## src/rtl/mem_addr_pkg.sv

```systemverilog
// Shared types and constants for the memory address selector.
// Holds the FSM state encoding, the fixed source indices and an index-width helper.
package mem_addr_pkg;

   typedef enum logic {
      IDLE = 1'b0,
      REQ  = 1'b1
   } state_e;

   localparam int SRC_PC  = 0;
   localparam int SRC_IRL = 1;

   // Width of an index into n items, never narrower than one bit.
   function automatic int idx_w(input int n);
      return (n > 1) ? $clog2(n) : 1;
   endfunction

endpackage

```

## src/rtl/addr_src_mux.sv

```systemverilog
// Combinational source picker: the fetch flag forces the program counter,
// and a select pointing past the last source yields a zero address.
module addr_src_mux
   import mem_addr_pkg::*;
#(
   parameter int  AW   = 8,
   parameter int  NSRC = 4,
   localparam int SW   = idx_w(NSRC)
) (
   input  logic [AW-1:0] src_addr_i [NSRC],
   input  logic [SW-1:0] sel_i,
   input  logic          fetch_i,
   output logic [AW-1:0] addr_o
);

   always_comb begin
      addr_o = '0;
      if (fetch_i) begin
         addr_o = src_addr_i[SRC_PC];
      end else begin
         for (int i = 0; i < NSRC; i++) begin
            if (sel_i == SW'(i)) begin
               addr_o = src_addr_i[i];
            end
         end
      end
   end

endmodule

```

## src/rtl/mem_addr_sel.sv

```systemverilog
// Memory address sequencer: captures a source address on start, then issues
// a burst of incrementing beat requests, pulsing done after the last ack.
module mem_addr_sel
   import mem_addr_pkg::*;
#(
   parameter int  AW       = 8,
   parameter int  NSRC     = 4,
   parameter int  MAXBURST = 4,
   localparam int SW       = idx_w(NSRC),
   localparam int BW       = $clog2(MAXBURST + 1)
) (
   input  logic          clk,
   input  logic          rst_n,
   input  logic [AW-1:0] src_addr [NSRC],
   input  logic [SW-1:0] sel,
   input  logic          fetch,
   input  logic          start,
   input  logic [BW-1:0] burst_len,
   input  logic          mem_ack,
   output logic [AW-1:0] mem_addr,
   output logic          mem_req,
   output logic          busy,
   output logic          done
);

   state_e        state_q, state_d;
   logic [AW-1:0] addr_q, addr_d;
   logic [BW-1:0] cnt_q, cnt_d;
   logic          req_q, req_d;
   logic          done_q, done_d;
   logic [AW-1:0] mux_addr;
   logic [BW-1:0] eff_len;

   addr_src_mux #(
      .AW   (AW),
      .NSRC (NSRC)
   ) u_mux (
      .src_addr_i (src_addr),
      .sel_i      (sel),
      .fetch_i    (fetch),
      .addr_o     (mux_addr)
   );

   // Zero-length requests still perform one beat; oversize requests saturate.
   always_comb begin
      if (burst_len == '0) begin
         eff_len = BW'(1);
      end else if (burst_len > BW'(MAXBURST)) begin
         eff_len = BW'(MAXBURST);
      end else begin
         eff_len = burst_len;
      end
   end

   always_comb begin
      state_d = state_q;
      addr_d  = addr_q;
      cnt_d   = cnt_q;
      req_d   = req_q;
      done_d  = 1'b0;
      case (state_q)
         IDLE: begin
            if (start) begin
               addr_d  = mux_addr;
               cnt_d   = eff_len;
               req_d   = 1'b1;
               state_d = REQ;
            end
         end
         REQ: begin
            if (mem_ack) begin
               if (cnt_q > BW'(1)) begin
                  cnt_d  = cnt_q - BW'(1);
                  addr_d = addr_q + AW'(1);
               end else begin
                  cnt_d   = '0;
                  req_d   = 1'b0;
                  done_d  = 1'b1;
                  state_d = IDLE;
               end
            end
         end
         default: state_d = IDLE;
      endcase
   end

   always_ff @(posedge clk) begin
      if (!rst_n) begin
         state_q <= IDLE;
         addr_q  <= '0;
         cnt_q   <= '0;
         req_q   <= 1'b0;
         done_q  <= 1'b0;
      end else begin
         state_q <= state_d;
         addr_q  <= addr_d;
         cnt_q   <= cnt_d;
         req_q   <= req_d;
         done_q  <= done_d;
      end
   end

   assign mem_addr = addr_q;
   assign mem_req  = req_q;
   assign busy     = (state_q == REQ);
   assign done     = done_q;

endmodule

```

## config.mk

```make
export PLATFORM = sky130hd
export DESIGN_NAME = mem_addr_sel
export DESIGN_NICKNAME = d
export VERILOG_FILES = /design/src/rtl/mem_addr_pkg.sv /design/src/rtl/addr_src_mux.sv /design/src/rtl/mem_addr_sel.sv
export SDC_FILE = /design/constraint.sdc
export NUM_CORES = 1
export LEC_CHECK = 0
export CORE_AREA = 2 2 59 61
export DETAILED_ROUTE_END_ITERATION = 7
export DIE_AREA = 0 0 61 63
export MAX_ROUTING_LAYER = met4
export PLACE_DENSITY = 0.83
export SYNTH_ARGS = -nofsm -noshare
export SYNTH_HDL_FRONTEND = slang
export SYNTH_SLANG_ARGS = --single-unit
```

## constraint.sdc

```tcl
create_clock -name clk -period 1.6 [get_ports clk]
set_clock_uncertainty 0.1 [all_clocks]
set_input_delay 0.24 -clock clk [delete_from_list [all_inputs] [get_ports clk]]
set_output_delay 0.24 -clock clk [all_outputs]
set_load 0.01 [all_outputs]
```

==> reports/metrics.yaml, run 1 <==
status: "complete, but fails checks"
violations: "setup timing"
die_area_mm2: 0.003843
layout-drive-gt1-share: 0.2920
yosys_register_bits: 14
yosys.area.top_type: "dfxtp_1"
relSlewSlack: 0.7589
place_inst: 267
setup_viol: 2
pre_cts_ws_ns: -0.4642
cp_cell_sequence: "inv_2, ha_4, nor2b_4, o31a_1, buf_6, o211ai_1, o31ai_1"
dpl-instance-area_mm2: 0.001939
drt-pass1-iter-count: 4
synth.area.top_cells: "dfxtp_1, a21oi_1, mux2i_1"
core-area_mm2: 0.003232
die_x_um: 61
synth.most_common_cell: "dfxtp_1"
cts_tree: "built"
htreeDepth: 1
register_area_um2: 291.5
drt_wl_total_um: 3906
cts.clk_slew.worst_paths_ns: 0.09
ys_seq_area_frac: 0.2432
grt_overflow_total: 0
worstSetupPathType: "register to register"
fmax_mhz: 622.7
gp_congestion: 0.8620
drtAntennaViolNets: 0
ys.flop_type: "dfxtp_1"
maxCapViolCount: 0
worstSkewPairLatency_ns: 0.30
dr.first_iter.drc_count: 80
startpoint_type: "register"
netlist_instances: 143
hp-class: "register to register"
ir_worst_vdd_mv: 0.4266
p_per_area_mw_per_mm2: 602.7
ys_types: 46
crit_family: "compound AO/OA/AOI/OAI gates"
synth-edff-count: 0
cp_slowest_stage_delay_ns: 0.34
cp.required_ns: 1.69
grt_max_degree: 15
die_y_um: 63
yosys-top-cells-count: "dfxtp_1, a21oi_1, nand2_1"
p_leak_uw: 0.0008816
drc: 0
grt.total_usage: 0.2129
wl_per_cell_um: 14.36
place_hpwl_um: 2946
port_buffers: 52
async_flop_share: 0
grt_pass1_wl_um: 6030
netlist.area_leader.share: 0.2432
antenna_cells: 0
filler_cell_count: 277
cts_buffers: 3
worst_pin_slew_ns: 0.3526
critPathCaptureType: "register"
min_period_ns: 1.606
yosys_warnings: 0
finalInstanceArea_mm2: 0.002051
grt_pass1_vias: 1357
rsz0062_at_grt: "yes"
clock-sinks: 14
cts_root_buf: "clkbuf_4"
vias_per_cell: 5.305
whs_ns: 0.3820
synth_nets: 188
fin_ws_ns: -0.005964
multiInputGateArea_um2: 839.6
pin_count: 53
synth_area_mm2: 0.001152
fin_nets: 272
crit_buf_inv: 2
synthToLayoutAreaGrowth_pct: 77.96
fin_cells: 272
arrival_ns: 1.70
finalCritPeriodShare: 1.004
drv_slew: 0
antenna_found_initial: 0
synth_area_per_cell_um2: 8.058
initial_utilization: 0.3566
rows: 21
finalHoldViolations: 0
cts.path.max_buffers: 2
num_vias: 1443
cp_max_fo: 7
critical-path-slowest-cell: "dfxtp_2"
==> final timing paths <==
| path | from | to | slack (ns) | cells after the start |
|---|---|---|---|---|
| min reg2reg | mem_req$_SDFFE_PN0P_ | mem_req$_SDFFE_PN0P_ | 0.38 | 2 |
| max reg2reg | cnt_q[1]$_SDFFE_PN0P_ | mem_addr[7]$_SDFFE_PN0P_ | -0.006 | 7 |
| max | cnt_q[1]$_SDFFE_PN0P_ | mem_addr[7]$_SDFFE_PN0P_ | -0.006 | 7 |
| min | mem_req$_SDFFE_PN0P_ | mem_req$_SDFFE_PN0P_ | 0.38 | 2 |
==> placed cells by master (no fill, tap or decap), types with 2 or more instances in the layout <==
master | netlist | routed
clkdlybuf4s50_1 | 0 | 44
buf_4 | 1 | 33
a21oi_1 | 13 | 13
nand2_1 | 11 | 11
nor2_1 | 9 | 9
inv_1 | 9 | 8
o21ai_0 | 8 | 7
dfxtp_1 | 14 | 7
mux2i_1 | 6 | 6
dfxtp_2 | 0 | 6
dlygate4sd2_1 | 0 | 5
nand2b_1 | 4 | 4
a221oi_2 | 0 | 4
a211oi_1 | 4 | 4
o21bai_1 | 3 | 3
nand3_1 | 3 | 3
o211ai_1 | 3 | 3
clkbuf_4 | 0 | 3
dlymetal6s2s_1 | 0 | 3
or2_2 | 2 | 2
o221a_2 | 2 | 2
nor3_1 | 2 | 2
o21a_1 | 2 | 2
o31ai_1 | 2 | 2
mux2_2 | 2 | 2
nor2b_1 | 4 | 2
o2111ai_1 | 2 | 2
nor3b_1 | 2 | 2
mux4_2 | 2 | 2
ha_1 | 3 | 2
buf_6 | 3 | 2
==> worst register-to-register path: cells and delay by family (launching register included) <==
kind	cells	cell delay [ns]
compound gates	3	0.60
fa+ha+maj	1	0.15
simple gates	1	0.12
flops	1	0.34
buf+inv	2	0.20
==> final cells by class <==
cell class | count | share of cell area
multi-input cells | 112 | 0.4094
repair buffers | 87 | 0.3862
flip-flops and latches | 14 | 0.1422
well taps | 46 | 0.02807
clock buffers | 4 | 0.01769
inverters | 9 | 0.01647
==> sequential cells by signal (all words and copies together) (netlist names) <==
name	count
cnt_q	3
done	1
mem_addr	8
mem_req	1
busy	1
==> layer usage <==
layer,share of wire,track usage
met1,0.40,0.2326
met2,0.51,0.3656
met3,0.063,0.04762
met4,0.026,0.07880
met5,0,-
==> report_power, final <==
part / switching, uW / leakage [uW] / internal (uW)
clock: 136 / 0.0000210 / 139
combinational: 224 / 0.000743 / 318
sequential: 34.4 / 0.000118 / 384
total: 395 / 0.000882 / 841
==> cell families (layout without fill, tap and decap cells) <==
| kind of cell | after synthesis | after routing | synth area share |
|---|---|---|---|
| AOI/OAI and AO/OA | 57 | 57 | 0.3485 |
| DFF | 14 | 14 | 0.2432 |
| adders and majority gates | 3 | 3 | 0.03258 |
| muxes | 10 | 10 | 0.1107 |
| and+or+nand+nor | 42 | 42 | 0.1857 |
| buffers and inverters | 17 | 100 | 0.07926 |
==> metrics by stage <==
step	utilization	power, uW	setup TNS [ns]
3_3_place_gp	0.6001	930.1	-2.985
5_1_grt	0.6345	1310	-0.2851
4_1_cts	0.6187	1219	0
3_5_place_dp	0.6001	941.6	-3.266
2_1_floorplan	-	658.1	-0.05020
6_report	0.6345	1236	-0.008648
==> repair_timing <==
item,in CTS,in global routing
gates resized for setup,16,12
setup endpoints to repair,16,11
pin swaps,1,3
hold endpoints to repair,0,0
hold buffers,0,0
buffers inserted,0,1
Note: power is estimated with default switching activity, not from simulation.
==> run 2: changes to the inputs <==
Settings changed: CAP_MARGIN from default to 20.
==> results of run 2 <==
Final layout, timing and power as in run 1 (identical DEF).
